### config.mk
export PLATFORM = sky130hd
export DESIGN_NAME = entrada_flat
export DESIGN_NICKNAME = d
export VERILOG_FILES = /design/src/rtl/entrada_pkg.sv /design/src/rtl/entrada_if.sv /design/src/rtl/entrada_debounce.sv /design/src/rtl/entrada.sv /design/src/flat_wrapper.sv
export SDC_FILE = /design/constraint.sdc
export NUM_CORES = 1
export LEC_CHECK = 0
export CAP_MARGIN = 20
export CORE_UTILIZATION = 45
export DETAILED_ROUTE_END_ITERATION = 10
export PLACE_DENSITY = 0.74
export SLEW_MARGIN = 20
export SYNTH_ARGS = -nofsm -noshare
export SYNTH_HDL_FRONTEND = slang
export SYNTH_SLANG_ARGS = --single-unit
### constraint.sdc
create_clock -name Clock -period 4.8 [get_ports Clock]
set_input_delay 1.2 -clock Clock [delete_from_list [all_inputs] [get_ports Clock]]
set_output_delay 1.2 -clock Clock [all_outputs]
set_load 0.02 [all_outputs]
### src/rtl/entrada_pkg.sv
// entrada_pkg: shared types and constants for the processor input unit.
//   state_e      - FSM state encoding
//   KEY_RELEASED - debounced level of the idle (released) confirm key
//   DATA_W       - width of the word handed back to the processor
package entrada_pkg;

    localparam int unsigned DATA_W       = 32;
    localparam logic        KEY_RELEASED = 1'b1;

    typedef enum logic [2:0] {
        IDLE         = 3'd0,
        ARM          = 3'd1,
        WAIT_PRESS   = 3'd2,
        WAIT_RELEASE = 3'd3,
        DONE         = 3'd4
    } state_e;

    // States in which a request is pending and the operator LED is lit.
    function automatic logic is_waiting(input state_e s);
        logic w;
        case (s)
            ARM, WAIT_PRESS, WAIT_RELEASE: w = 1'b1;
            default:                       w = 1'b0;
        endcase
        return w;
    endfunction

endpackage

### src/rtl/entrada_if.sv
// entrada_if: processor-side handshake of the input unit.
//   EnableIn     - processor executing an input instruction (master -> slave)
//   halt         - processor halted (master -> slave)
//   ValorEntrada - captured switch word (slave -> master)
//   InputReady   - one-cycle "value valid" pulse (slave -> master)
interface entrada_if;

    logic                              EnableIn;
    logic                              halt;
    logic [entrada_pkg::DATA_W-1:0]    ValorEntrada;
    logic                              InputReady;

    modport master (
        output EnableIn,
        output halt,
        input  ValorEntrada,
        input  InputReady
    );

    modport slave (
        input  EnableIn,
        input  halt,
        output ValorEntrada,
        output InputReady
    );

endinterface

### src/rtl/entrada_debounce.sv
// debounce: two-flop synchronizer plus stability counter for one key.
//   clk     - system clock
//   rst     - synchronous active-high reset
//   key_raw - asynchronous raw key level
//   key_db  - debounced level; changes only after DEBOUNCE_CYCLES stable cycles
module debounce
    import entrada_pkg::*;
#(
    parameter int unsigned DEBOUNCE_CYCLES = 50000
) (
    input  logic clk,
    input  logic rst,
    input  logic key_raw,
    output logic key_db
);

    localparam int unsigned     CW      = $clog2(DEBOUNCE_CYCLES);
    localparam logic [CW-1:0]   CNT_MAX = CW'(DEBOUNCE_CYCLES - 1);

    logic          sync1_q, sync1_d;
    logic          sync2_q, sync2_d;
    logic          key_db_q, key_db_d;
    logic [CW-1:0] cnt_q, cnt_d;

    // Synchronizer and stability counter next-state.
    always_comb begin
        sync1_d  = key_raw;
        sync2_d  = sync1_q;
        key_db_d = key_db_q;
        cnt_d    = cnt_q;
        if (sync2_q == key_db_q) begin
            // Any reversion to the accepted level restarts the count.
            cnt_d = {CW{1'b0}};
        end else if (cnt_q == CNT_MAX) begin
            key_db_d = sync2_q;
            cnt_d    = {CW{1'b0}};
        end else begin
            cnt_d = cnt_q + CW'(1);
        end
    end

    // Debounce registers; key idles released.
    always_ff @(posedge clk) begin
        if (rst) begin
            sync1_q  <= KEY_RELEASED;
            sync2_q  <= KEY_RELEASED;
            key_db_q <= KEY_RELEASED;
            cnt_q    <= {CW{1'b0}};
        end else begin
            sync1_q  <= sync1_d;
            sync2_q  <= sync2_d;
            key_db_q <= key_db_d;
            cnt_q    <= cnt_d;
        end
    end

    assign key_db = key_db_q;

endmodule

### src/rtl/entrada.sv
// entrada: processor input unit. On a request it waits for a fresh debounced
// press of the confirm key, captures the synchronized switches on the press,
// and pulses InputReady once the key is released.
//   Clock    - system clock
//   Reset    - synchronous active-high reset
//   bus      - processor handshake (EnableIn, halt, ValorEntrada, InputReady)
//   Switches - raw asynchronous board switches
//   Confirm  - raw asynchronous confirm key, active-low
//   Waiting  - request pending LED
module entrada
    import entrada_pkg::*;
#(
    parameter int unsigned SW_WIDTH        = 10,
    parameter int unsigned DEBOUNCE_CYCLES = 50000,
    parameter int unsigned SIGN_EXT        = 0
) (
    input  logic                Clock,
    input  logic                Reset,
    entrada_if.slave            bus,
    input  logic [SW_WIDTH-1:0] Switches,
    input  logic                Confirm,
    output logic                Waiting
);

    localparam int unsigned EXT_W = DATA_W - SW_WIDTH;

    logic [SW_WIDTH-1:0] sw_sync1_q, sw_sync2_q;
    logic                key_db_s;
    logic                abort_s;
    logic                fill_s;
    logic [DATA_W-1:0]   sw_ext_s;

    state_e              state_q, state_d;
    logic [DATA_W-1:0]   valor_q, valor_d;
    logic                ready_q, ready_d;
    logic                waiting_q, waiting_d;

    debounce #(
        .DEBOUNCE_CYCLES (DEBOUNCE_CYCLES)
    ) u_db (
        .clk     (Clock),
        .rst     (Reset),
        .key_raw (Confirm),
        .key_db  (key_db_s)
    );

    // Switch synchronizers.
    always_ff @(posedge Clock) begin
        if (Reset) begin
            sw_sync1_q <= {SW_WIDTH{1'b0}};
            sw_sync2_q <= {SW_WIDTH{1'b0}};
        end else begin
            sw_sync1_q <= Switches;
            sw_sync2_q <= sw_sync1_q;
        end
    end

    // Abort condition and width extension of the synchronized switches.
    always_comb begin
        abort_s = (!bus.EnableIn) || bus.halt;
        if (SIGN_EXT != 32'd0) begin
            fill_s = sw_sync2_q[SW_WIDTH-1];
        end else begin
            fill_s = 1'b0;
        end
        sw_ext_s = {{EXT_W{fill_s}}, sw_sync2_q};
    end

    // FSM state register.
    always_ff @(posedge Clock) begin
        if (Reset) begin
            state_q <= IDLE;
        end else begin
            state_q <= state_d;
        end
    end

    // FSM next-state logic; ARM insists on a release so a key held at
    // request time cannot satisfy the request.
    always_comb begin
        state_d = state_q;
        case (state_q)
            IDLE: begin
                if (!abort_s) state_d = ARM;
                else          state_d = IDLE;
            end
            ARM: begin
                if (abort_s)                        state_d = IDLE;
                else if (key_db_s == KEY_RELEASED)  state_d = WAIT_PRESS;
                else                                state_d = ARM;
            end
            WAIT_PRESS: begin
                if (abort_s)                        state_d = IDLE;
                else if (key_db_s != KEY_RELEASED)  state_d = WAIT_RELEASE;
                else                                state_d = WAIT_PRESS;
            end
            WAIT_RELEASE: begin
                if (abort_s)                        state_d = IDLE;
                else if (key_db_s == KEY_RELEASED)  state_d = DONE;
                else                                state_d = WAIT_RELEASE;
            end
            DONE:    state_d = IDLE;
            default: state_d = IDLE;
        endcase
    end

    // Output logic: capture on the debounced press, flags track the next state
    // so both outputs line up with the state they describe.
    always_comb begin
        if ((state_q == WAIT_PRESS) && !abort_s && (key_db_s != KEY_RELEASED)) begin
            valor_d = sw_ext_s;
        end else begin
            valor_d = valor_q;
        end
        ready_d   = (state_d == DONE);
        waiting_d = is_waiting(state_d);
    end

    // Output registers.
    always_ff @(posedge Clock) begin
        if (Reset) begin
            valor_q   <= {DATA_W{1'b0}};
            ready_q   <= 1'b0;
            waiting_q <= 1'b0;
        end else begin
            valor_q   <= valor_d;
            ready_q   <= ready_d;
            waiting_q <= waiting_d;
        end
    end

    assign bus.ValorEntrada = valor_q;
    assign bus.InputReady   = ready_q;
    assign Waiting          = waiting_q;

endmodule

### src/flat_wrapper.sv
// flat-port wrapper written by rule: the top's interface ports become plain ports
module entrada_flat import entrada_pkg::*;
#(
    parameter int unsigned SW_WIDTH        = 10,
    parameter int unsigned DEBOUNCE_CYCLES = 50000,
    parameter int unsigned SIGN_EXT        = 0
)
  (Clock, Reset, Switches, Confirm, Waiting, bus_EnableIn, bus_halt, bus_ValorEntrada, bus_InputReady);
  entrada_if bus_i ();
  input  logic Clock;
  input  logic Reset;
  input  logic [SW_WIDTH-1:0] Switches;
  input  logic Confirm;
  output logic Waiting;
  input wire logic [$bits(bus_i.EnableIn)-1:0] bus_EnableIn;
  input wire logic [$bits(bus_i.halt)-1:0] bus_halt;
  output wire logic [$bits(bus_i.ValorEntrada)-1:0] bus_ValorEntrada;
  output wire logic [$bits(bus_i.InputReady)-1:0] bus_InputReady;
  assign bus_i.EnableIn = bus_EnableIn;
  assign bus_i.halt = bus_halt;
  assign bus_ValorEntrada = bus_i.ValorEntrada;
  assign bus_InputReady = bus_i.InputReady;
  entrada #(.SW_WIDTH(SW_WIDTH), .DEBOUNCE_CYCLES(DEBOUNCE_CYCLES), .SIGN_EXT(SIGN_EXT)) u_core (.Clock(Clock), .Reset(Reset), .bus(bus_i), .Switches(Switches), .Confirm(Confirm), .Waiting(Waiting));
endmodule
After elaboration in Yosys (flattened, before gate mapping)
Index checks and enable logic that the tools add are counted.

Bits in registers: 54. Output and inout port bits: 34. Logic and storage cells: 40.

Add/subtract/negate cells: 1. Eq/ne operators: 9. Mux-type cells: 9. Bitwise operators: 2. Reduce and logical (&&, ||, !) cells: 9.

Operator list (number): 16-bit by 1-bit adder with 16-bit output (second input constant) (1); 16-bit equality test (second input constant) (1); 3-bit by 2-bit equality test with 1-bit output (second input constant) (4); 3-bit two-way mux (4); 3-bit case mux with 4 select lines (1); 3-bit by 1-bit equality test with 1-bit output (second input constant) (2); 3-bit OR reduction (2); 3-bit equality test (second input constant) (1); 3-bit zero test (1); 1-bit two-way mux (3); 1-bit logical AND (2); 1-bit zero test (2); 2-bit two-way mux (1); 1-bit NOT (2); 2-bit AND reduction (1); 1-bit equality test (1); 1-bit logical OR (1).

Depth between registers and ports, before layout
Gate-level depths: netlist (run 1).

Depth in word-level cells: 7. Gate-level depth with buffers: 6. Gate-level depth less buffers: 5.

Modules after synthesis
Synthesis (run 1) repeated with hierarchy kept, for this count alone.

Cell total of the unflattened synthesis: 214. Area total of the unflattened synthesis: 2129.5 sq um.

Modules (own cells, without submodules): entrada (instances 1, cells each 126, area each 1322.5 sq um, seq. area each 700.7 sq um); debounce (instances 1, cells each 88, area each 807.0 sq um, seq. area each 380.4 sq um).

Least setup slack after synthesis (run 1)
No wires, ideal clock.

Kind: input-to-reg. From: input bus_halt. To: register u_core.valor_q[0], in the netlist u_core.bus.ValorEntrada[0]. Library setup time: 0.128 ns. Data arrival time: 1.801 ns. Data required time: 4.672 ns. Slack: 2.872 ns. Stages: 5. Path buffers: 1. Cell sequence: nor2_1 -> nand4_1 -> buf_2 -> mux2i_1 -> nor2_1.

Word-level cells in the longest chain between the ends: 4.

RTL lines: start, declared (RTL line flat_wrapper.sv:16) `input wire logic [$bits(bus_i.halt)-1:0] bus_halt;`; 1-bit logical OR (RTL line entrada.sv:60) `abort_s = (!bus.EnableIn) || bus.halt;`; 1-bit zero test; 1-bit logical AND (2 in a row) (RTL line entrada.sv:110) `if ((state_q == WAIT_PRESS) && !abort_s && (key_db_s != KEY_RELEASED)) begin`; end signal, assigned (RTL line entrada.sv:122) `valor_q <= {DATA_W{1'b0}};`; end signal, assigned (RTL line entrada.sv:126) `valor_q <= valor_d;`; end, declared (RTL line entrada.sv:34) `logic [DATA_W-1:0] valor_q, valor_d;`.

No other way between the ends. A chain may end at the register's enable or synchronous reset.

Worst setup path in the final report (run 1)
From: input bus_halt. To: register u_core.valor_q[1], in the netlist u_core.bus.ValorEntrada[1].

The elaborated chain is that of the path after synthesis.

==> metrics list, run 1 <==
- After synthesis, the netlist uses 27 different library cells.
* Setup tns final: 0 ns
* Number of rows created at floorplan: 24
* Flip-flop and latch count after synthesis: 54
- Area share of the largest cell type after synthesis: 0.533
- GRT Util Overall: 0.126
- Starting density of the core: 0.466
- The clock passes through at most 2 buffers.
- Final clock skew: 0.00769 ns
- Post-synthesis cell type with the largest combined area: dfxtp_1
* Antenna Violating Nets Remaining: 0
- The root buffer cell chosen for the clock tree is clkbuf_8.
- Counting instances, the worst hold path has a depth of 1.
- Die width: 69.1 µm
- Summing over every cut layer, the via total after detailed routing is 1276.
- The clock drives 54 sinks.
* Worst R2R Path Depth: 4
- Clock-pin slew of the registers on the worst-case setup and hold paths: 0.09 ns
- Clock network latency to the later pin of the worst-skew pair: 0.30 ns
* Setup repair bufs after CTS: 0
* Number of primary I/O pins: 49
- Category of the worst setup path capture point: flop
- The worst setup path is launched from an input port.
- Share of post-route cells with drive strength above 1: 0.0601
* Leakage power: 0.931 nW
- Area of the core region: 4350 µm²
- Setup repair after global routing missed its margin: no
* Post-Synthesis Cell Area: 2030 µm²
- The first global-routing pass estimated 4770 µm of wire.
- The initial antenna violation count was 0.
- The final-report max-slew violation count came to 0.
- Detailed placement ended at an HPWL of 1960 µm.
- The number of hold violations in the final report was 0.
* Maximum clock frequency: 392 MHz
- PD cells: 342 nW/µm²
- For this block, the initial DRC count from the detailed router was 41.
- Number of fill cells in the layout: 390
* Capture point of the worst reg-to-reg path: u_core.u_db.key_db
- In the final design database the tool counted 248 nets.
* Antenna diode count: 0
* Wirelength per Cell: 10.1 µm
- Biggest cell delay along the critical path: 0.59 ns
- Largest cells by area after synthesis: dfxtp_1 53%, buf_4 8.1%, nor2_1 6.9%
- Count of TritonRoute iterations in the first routing pass: 4
- In this run the number of H-tree levels came out at 2.
- Max Cap Violations: 0
- The largest individual stage delay along the critical path comes from the cell nand4_1.
* Top FF cell, synth: dfxtp_1
* Required time of the critical path: 4.99 ns
- During synthesis, Yosys emitted a total of 0 warnings.
- Data arrival time of the critical path: 2.74 ns
- Setup violators final: 0
* Pin count of the biggest net entering global routing: 36
- Of all flip-flops after synthesis, the portion carrying an async set or reset was 0.
- Part of the Yosys area used for sequential elements: 0.533
* Tmin final: 2.55 ns
- Number of buffers added by the clock tree synthesis step: 5
- Routed vias/inst: 4.48
* Most instantiated cells after synthesis: 54 x dfxtp_1, 37 x nor2_1, 22 x buf_4
- After global routing the overflow that remains totals 0.
- The die is 69.1 µm tall.
* Input/output buffers: 26
- Counting flops with a built-in enable in the synthesized netlist gives 0.
* Count of unresolved DRC violations after routing: 0
- Synth Area per Inst: 9.94 µm²
- Maximum VDD drop: 191 µV
- For hold timing, the worst endpoint is u_core.u_db.sync2_q.
- Once layout is done, the placed cells without fillers occupy 2360 µm².
* CTS resizes: 0
- At the end of routability-driven placement, the weighted congestion stood at 0.799.
- Worst min-delay path startpoint: u_core.u_db.sync1_q
* R2R Path Start: u_core.u_db.cnt_q[0]
* Post-route fraction of the period consumed by the critical path: 0.532
* Most frequent cell after synthesis: dfxtp_1
- The number of global-route vias before repair is 1071.
* Worst-path maximum fanout: 10
- Die area: 4780 µm²
- Total design power: 807 µW
- Placement-stage cell area: 2250 µm²
* Result of the run: complete, no violations
- Relative area change from synthesis to final layout: 16.5%
* CTS tree: built
- Hold-fix buffer count after cts: 0
* Critical Path, Cell by Cell: clkdlybuf4s50_1 -> nor2_1 -> nand4_1 -> mux2i_1 -> nor2_1
- Headroom to the max-slew limit: 0.520
- By instance count, the cell type seen most on the critical path is nor2_1.
- Gate Count Post-Synth: 204
- Final Core Density: 0.543
- The routed design has 2870 µm of wire.
- The worst setup path is of the in -> reg kind.
- Hold crit path type: reg -> reg
- Worst-Margin Slew: 0.718 ns
- For flop-to-flop paths, the worst setup slack is 2.95 ns.
-- worst max path at each step --
stage,slack (ns),start,to,cells past startpoint
after global routing,2.13,bus_halt,u_core.bus.ValorEntrada[3],5
after floorplan,2.87,bus_halt,u_core.bus.ValorEntrada[0],5
after CTS,2.25,bus_halt,u_core.bus.ValorEntrada[1],5
after global placement,1.95,bus_halt,u_core.bus.ValorEntrada[9],5
after detailed placement,1.92,bus_halt,u_core.bus.ValorEntrada[4],5
final,2.25,bus_halt,u_core.bus.ValorEntrada[1],5
-- per-stage QoR --
| stage | hold WS [ns] | instances | worst slack (ns) |
|---|---|---|---|
| floorplan | 0.389 | 225 | 2.87 |
| global placement | 0.394 | 277 | 1.95 |
| detailed placement | 0.395 | 277 | 1.92 |
| CTS | 0.425 | 285 | 2.25 |
| global route | 0.445 | 285 | 2.13 |
| finish | 0.417 | 285 | 2.25 |
-- critical path, delay by kind of cell --
kind / cells / cell delay (ns)
AND/OR/NAND/NOR: 3 / 0.79
multiplexers: 1 / 0.34
buffers and inverters: 1 / 0.40
-- area by class of cell --
| cell class | count | area, µm² | area share |
|---|---|---|---|
| Clock inverter | 3 | 47.5 | 0.0201 |
| Inverter | 3 | 11.3 | 0.00477 |
| Timing Repair Buffer | 27 | 268 | 0.113 |
| Tap cell | 52 | 65.1 | 0.0275 |
| Sequential cell | 54 | 1080 | 0.458 |
| Clock buffer | 5 | 68.8 | 0.0291 |
| Multi-Input combinational cell | 141 | 821 | 0.347 |
-- cells in the final DEF, fill, tap and decap left out --
master / Yosys / routed
nor2b_1: 21 / 21
xor2_1: 2 / 2
buf_4: 22 / 1
nor4_1: 4 / 4
mux2i_1: 10 / 10
a211o_1: 1 / 1
nand4bb_1: 2 / 2
ha_1: 1 / 1
xnor2_1: 14 / 14
nand3_1: 6 / 6
clkbuf_8: 0 / 5
clkinv_4: 0 / 1
o21a_1: 1 / 1
nor2_1: 37 / 37
nand3b_1: 1 / 1
or3_1: 1 / 1
nand4_1: 5 / 5
inv_6: 0 / 1
or2_2: 2 / 2
nor3_1: 3 / 3
clkdlybuf4s50_1: 0 / 26
or4_4: 1 / 1
nand2_4: 1 / 1
bufinv_16: 0 / 1
conb_1: 1 / 22
nand2_1: 5 / 5
dfxtp_1: 54 / 54
and3_2: 1 / 1
inv_1: 3 / 3
-- cells by family after synthesis --
| group | after synthesis | synth area share |
|---|---|---|
| fa+ha+maj | 1 | 0.00617 |
| simple gates | 90 | 0.231 |
| flops | 54 | 0.533 |
| xor+xnor | 16 | 0.0691 |
| compound gates | 2 | 0.00803 |
| other cells | 1 | 0.00185 |
| mux | 10 | 0.0494 |
| buf+inv | 30 | 0.101 |
-- per-layer routing --
layer  global-route usage  vias up  routed length [µm]
met1                0.164      574                1410
met2                0.190       31                1310
met4               0.0612        0                  15
met5                    0        -                   0
met3               0.0365        2                 128
li1                     -      669                   -
-- where the power goes --
part | internal, mW | total, mW | switching (mW)
combinational | 0.0170 | 0.0422 | 0.0252
sequential | 0.457 | 0.460 | 0.00250
clock | 0.158 | 0.305 | 0.147
-- state kept, by name, indices dropped and copies added (netlist names) --
| name | count |
|---|---|
| u_core.u_db.cnt_q | 16 |
| u_core.bus.InputReady | 1 |
| u_core.bus.ValorEntrada | 10 |
| u_core.u_db.sync1_q | 1 |
| u_core.sw_sync2_q | 10 |
| u_core.sw_sync1_q | 10 |
| u_core.state_q | 3 |
| u_core.Waiting | 1 |
| u_core.u_db.key_db | 1 |
| u_core.u_db.sync2_q | 1 |
No activity file was read; power rests on OpenSTA's default activity.
==> run 2: changes to the inputs <==
Clock period 4.8 ns to 2.6 ns, I/O delays scaled along.
==> run 2 against run 1 <==
  * Clock-buffer cell count stayed put
  * Critical path depth fell by 4
  * First-iteration DRC count grew 34%
  * Non-clock buffer count rose by 2
  * Sequential share of layout area shrank 0.31 points
==> metrics list, run 2 (synthesis gave the netlist of run 1 again) <==
- The repair_antennas step left the layout with diodes totalling 0.
- Setup violations remaining at the end of the flow were counted as 0.
- Type of element launching the critical path: flop
* Root buffer selected by CTS: clkbuf_8
- Entering global routing, the biggest net connects 19 pins.
- Hold Fails Final Rpt: 0
* Area of the core region: 4350 µm²
- Wirelength per Cell: 9.92 µm
* Result of the run: complete, no violations
- Maximum clock frequency: 521 MHz
* Min Hold Slack: 0.413 ns
- Final layout net count: 250
- In the global route stage, overall resource usage came out at 0.131.
- Max Cap Violations: 0
* Max FFs per register: 16
- Hold crit path type: reg -> reg
* Hold-fix buffer count after cts: 0
- On the critical path, the stage with the largest delay is an instance of clkdlybuf4s50_1.
- Of the cells placed in the final design, the portion with a size suffix greater than 1 is 0.0681.
- The routed design has 2850 µm of wire.
- PD cells: 629 nW/µm²
- The H-tree was split into 2 levels.
* Setup repair after global routing missed its margin: no
* CTS tree: built
* Initial antenna violation count: 0
* Register with the most flip-flops: u_core.u_db.cnt_q
- Data arrival time of the critical path: 1.27 ns
- In the layout the commonest cells are 54 x dfxtp_1, 37 x nor2_1, 26 x clkdlybuf4s50_1, 22 x conb_1, 21 x nor2b_1.
- The clock arrives with 0.0102 ns of skew.
* Most common library cell in the layout ignoring fill and taps: dfxtp_1
* Worst R2R Path Depth: 4
* Leakage power: 0.938 nW
* Number of global-route vias before repair: 1068
* Number of primary I/O pins: 49
* Routed vias/inst: 4.45
- In this run the worst setup path begins at u_core.bus.ValorEntrada[1].
* Critical path type: reg -> out
* CP Depth: 1
- Worst setup endpoint: bus_ValorEntrada[1]
* Number of rows created at floorplan: 24
- Setup tns final: 0 ns
- The first global-routing pass estimated 4910 µm of wire.
- The count of cells in the finished layout, fillers not included, comes to 287.
* Critical Path, Cell by Cell: clkdlybuf4s50_1
- Among cell families on the critical path, the largest total delay comes from buffers and inverters.
- Starting density of the core: 0.466
* Total buffers and inverters traversed by the critical path: 1
- Buffers added to address setup during post-CTS repair amount to 0.
- HPWL after detailed placement: 1980 µm
* Biggest cell delay along the critical path: 0.61 ns
- Clock network latency to the later pin of the worst-skew pair: 0.31 ns
- Measured along the y axis, the die boundary spans 69.1 µm.
- The clock passes through at most 2 buffers.
* Placed Instances: 279
* Tmin final: 1.92 ns
* Count of unresolved DRC violations after routing: 0
- Placement-stage cell area: 2260 µm²
- Routability Congestion: 0.800
- Clock tree synthesis found a total of 54 sinks.
* Die width: 69.1 µm
- Worst-path maximum fanout: 2
- Antenna Violating Nets Remaining: 0
- Gates resized during post-CTS repair numbered 0.
- The routed layout has 1278 vias.
* R2R Path Start: u_core.u_db.cnt_q[0]
- The worst-case IR drop observed on VDD is 412 µV.
- The floorplan step defined a die boundary enclosing 4780 µm².
- Before antenna repair, the detailed router went through 6 iterations.
- Congestion Overflow GR: 0
* Category of the worst setup path capture point: output pin
* Final instance area: 2380 µm²
* Required time of the critical path: 1.95 ns
- Setup slack on the worst reg-to-reg path comes out at 0.77 ns.
* Relative area change from synthesis to final layout: 17.3%
- In this run the critical register-to-register path is captured at u_core.u_db.key_db.
* Input/output buffers: 26
* Number of buffers added by the clock tree synthesis step: 5
* Post-route fraction of the period consumed by the critical path: 0.739
* Number of slew-limit violations in the final report: 0
* Detailed router's first-iteration violation count: 55
- Clock-pin slew of the registers on the worst-case setup and hold paths: 0.10 ns
-- run 2: changes by cell type in the layout (fill, tap and decap cells not counted) --
cell,previous run,this run
buf_4,1,3
clkinv_4,1,0
clkinvlp_4,0,1
inv_6,1,0
inv_8,0,1
-- run 2: cell type report --
class | count | area, µm²
timing repair buffer | 29 | 283
sequential | 54 | 1080
multi-input combinational | 141 | 821
inverter | 3 | 11.3
fill | 397 | 1980
clock inverter | 3 | 48.8
clock buffer | 5 | 68.8
tap | 52 | 65.1
-- run 2: routing by layer --
| metal | GRT usage | routed length, µm |
|---|---|---|
| met1 | 0.161 | 1340 |
| met2 | 0.196 | 1300 |
| met3 | 0.0541 | 151 |
| met4 | 0.0680 | 59 |
| met5 | 0 | 0 |
-- run 2: power by group --
part	internal, mW	switching [mW]
sequential	0.844	0.00473
clock	0.293	0.276
combinational	0.0324	0.0466
-- run 2: metrics by stage --
step                total power [mW]   util  setup WS [ns]
floorplan                      0.944      -          0.926
global placement               0.947  0.519          0.754
detailed placement             0.947  0.519          0.736
CTS                             1.52  0.546          0.649
global route                    1.56  0.546          0.608
finish                          1.50  0.546          0.680
-- run 2: worst min path at each step --
| stage | depth (start not counted) | slack [ns] | from | to |
|---|---|---|---|---|
| after floorplan | 1 | 0.39 | u_core.u_db.sync1_q | u_core.u_db.sync2_q |
| after global placement | 1 | 0.40 | u_core.u_db.sync1_q | u_core.u_db.sync2_q |
| after detailed placement | 1 | 0.40 | u_core.u_db.sync1_q | u_core.u_db.sync2_q |
| after CTS | 1 | 0.42 | u_core.u_db.sync1_q | u_core.u_db.sync2_q |
| after global routing | 1 | 0.44 | u_core.u_db.sync1_q | u_core.u_db.sync2_q |
| final | 1 | 0.41 | u_core.u_db.sync1_q | u_core.u_db.sync2_q |
==> run 3: changes to the inputs <==
Settings changed: CORE_UTILIZATION 45 to 44, PLACE_DENSITY 0.74 to 0.75.
Clock period 2.6 ns to 1.7 ns, I/O delays scaled along.
==> run 3 against run 2 <==
  * Final area is 3.1% higher
  * Sequential power is 53% higher
  * Clock skew down 0.0026 ns
  * Wire length up 2.1%
  * Final cell count rose by 2.1%
  * Clock-buffer cell count stayed put
  * Power increased by 53%
==> metrics list, run 3 (synthesis gave the netlist of run 1 again) <==
- Setup repair after global routing missed its margin: no
- Final clock skew: 0.00755 ns
- For this design the static power due to leakage is 1.14 nW.
- Min Hold Slack: 0.420 ns
- The region available for standard cell placement spans 4380 µm².
* Hold crit path type: reg -> reg
- Number of rows created at floorplan: 24
- Max Cap Violations: 0
* Most common library cell in the layout ignoring fill and taps: dfxtp_1
- The worst setup path is captured at an output pin.
* Sum of routed wire length over all layers: 2910 µm
* Max FFs per register: 16
- Setup tns final: 0 ns
* Setup repair bufs after CTS: 0
* Antenna Violating Nets Remaining: 0
- Routed vias/inst: 4.43
- GRT Util Overall: 0.132
- Final layout net count: 256
* Post-route fraction of the period consumed by the critical path: 0.956
- The number of global-route vias before repair is 1183.
- The first global-routing pass estimated 5060 µm of wire.
- Data on the critical path is required at its endpoint by 1.27 ns.
* Clock-pin slew of the registers on the worst-case setup and hold paths: 0.10 ns
* Congestion Overflow GR: 0
* Die area: 4880 µm²
* Setup violators final: 0
- The register with the most flip-flops in the final layout is u_core.u_db.cnt_q.
* Input/output buffers: 26
* Critical path type: reg -> out
- The initial utilization of the core area, before any placement, comes to 0.462.
- Routability Congestion: 0.779
* Leading cell types in the layout, fill and taps excluded: 54 x dfxtp_1, 37 x nor2_1, 22 x conb_1, 21 x nor2b_1, 16 x clkdlybuf4s50_1
* Relative area change from synthesis to final layout: 21.0%
* Number of fill cells in the layout: 396
* CTS tree: built
- Initial antenna violation count: 0
* Clock network latency to the later pin of the worst-skew pair: 0.30 ns
- Hold Fails Final Rpt: 0
- The longest clock path from root to sink contains 2 buffers.
- The flow ran to the end, and the final reports show no timing, DRC or antenna violations.
* Hold-fix buffer count after cts: 0
- In this run the clock root is driven by a clkbuf_8.
* HPWL after detailed placement: 2060 µm
* Data arrival time of the critical path: 1.20 ns
- After detailed routing, the number of remaining DRC violations is 0.
- Worst-path maximum fanout: 1
* Die extent in y: 69.9 µm
- Number of slew-limit violations in the final report: 0
- Critical Path, Cell by Cell: clkdlybuf4s50_1
- Wirelength per Cell: 9.93 µm
* CP max-delay cell: clkdlybuf4s50_1
* Maximum VDD drop: 407 µV
- Number of buffers added by the clock tree synthesis step: 5
* Count of TritonRoute iterations in the first routing pass: 4
- Die width: 69.9 µm
- Entering global routing, the biggest net connects 26 pins.
* Number of primary I/O pins: 49
- Biggest cell delay along the critical path: 0.59 ns
- Type of element launching the critical path: flop
- Total buffers and inverters traversed by the critical path: 1
- Antenna diode count: 0
* Total number of vias: 1297
- In this design, the largest share of critical-path delay is due to buffers and inverters.
- For this design the ratio of total power to cell area is 932 nW/µm².
* Share of post-route cells with drive strength above 1: 0.0913
- Maximum clock frequency: 616 MHz
- Number of clock sinks seen by CTS: 54
- In this run, the number of DRC markers left after iteration 0 of detailed routing was 20.
- CTS H-tree lvls: 2
- The smallest clock period supported by the final layout is computed as 1.62 ns.
run 3: final cells by class:
class | instances | area, µm² | share of cell area
Multi-Input combinational cell | 141 | 821 | 0.335
Timing Repair Buffer | 35 | 358 | 0.146
Clock inverter | 3 | 47.5 | 0.0194
Sequential cell | 54 | 1080 | 0.441
Clock buffer | 5 | 68.8 | 0.0281
Inverter | 3 | 11.3 | 0.00459
Tap cell | 52 | 65.1 | 0.0265
run 3: worst paths after layout:
check | start | end | slack [ns] | cells after the start
worst min-delay path | u_core.u_db.sync1_q | u_core.u_db.sync2_q | 0.42 | 1
worst max register to register | u_core.u_db.cnt_q[1] | u_core.u_db.key_db | 0.10 | 4
worst min register to register | u_core.u_db.sync1_q | u_core.u_db.sync2_q | 0.42 | 1
worst max-delay path | u_core.Waiting | Waiting | 0.08 | 1
run 3: power breakdown:
group	internal (mW)	switching, mW	total [mW]
registers	1.29	0.00715	1.30
clock network	0.449	0.414	0.864
logic	0.0502	0.0724	0.123
total	1.79	0.494	2.28
run 3: metal layers:
layer | track usage | vias to the layer above | routed length (µm)
met5 | 0 | - | 0
met4 | 0.0600 | 0 | 49
met3 | 0.0447 | 4 | 137
met2 | 0.204 | 27 | 1340
met1 | 0.166 | 582 | 1390
li1 | - | 684 | -
run 3: repair_timing:
item	4_1_cts	5_1_grt
hold endpoints to repair	0	0
pin swaps	0	0
resized for setup	2	8
gates cloned	0	0
setup endpoints to repair	2	8
run 3: metrics by stage:
| step | setup WS [ns] | std cells | instance area (µm²) | util | total power, mW |
|---|---|---|---|---|---|
| after floorplan | 0.0258 | 225 | 2110 | - | 1.44 |
| after global placement | 0.0802 | 285 | 2320 | 0.529 | 1.45 |
| after detailed placement | 0.0337 | 285 | 2320 | 0.529 | 1.45 |
| after CTS | 0.00130 | 293 | 2430 | 0.555 | 2.31 |
| after global routing | 0.0260 | 293 | 2450 | 0.559 | 2.38 |
| final | 0.0755 | 293 | 2450 | 0.559 | 2.28 |
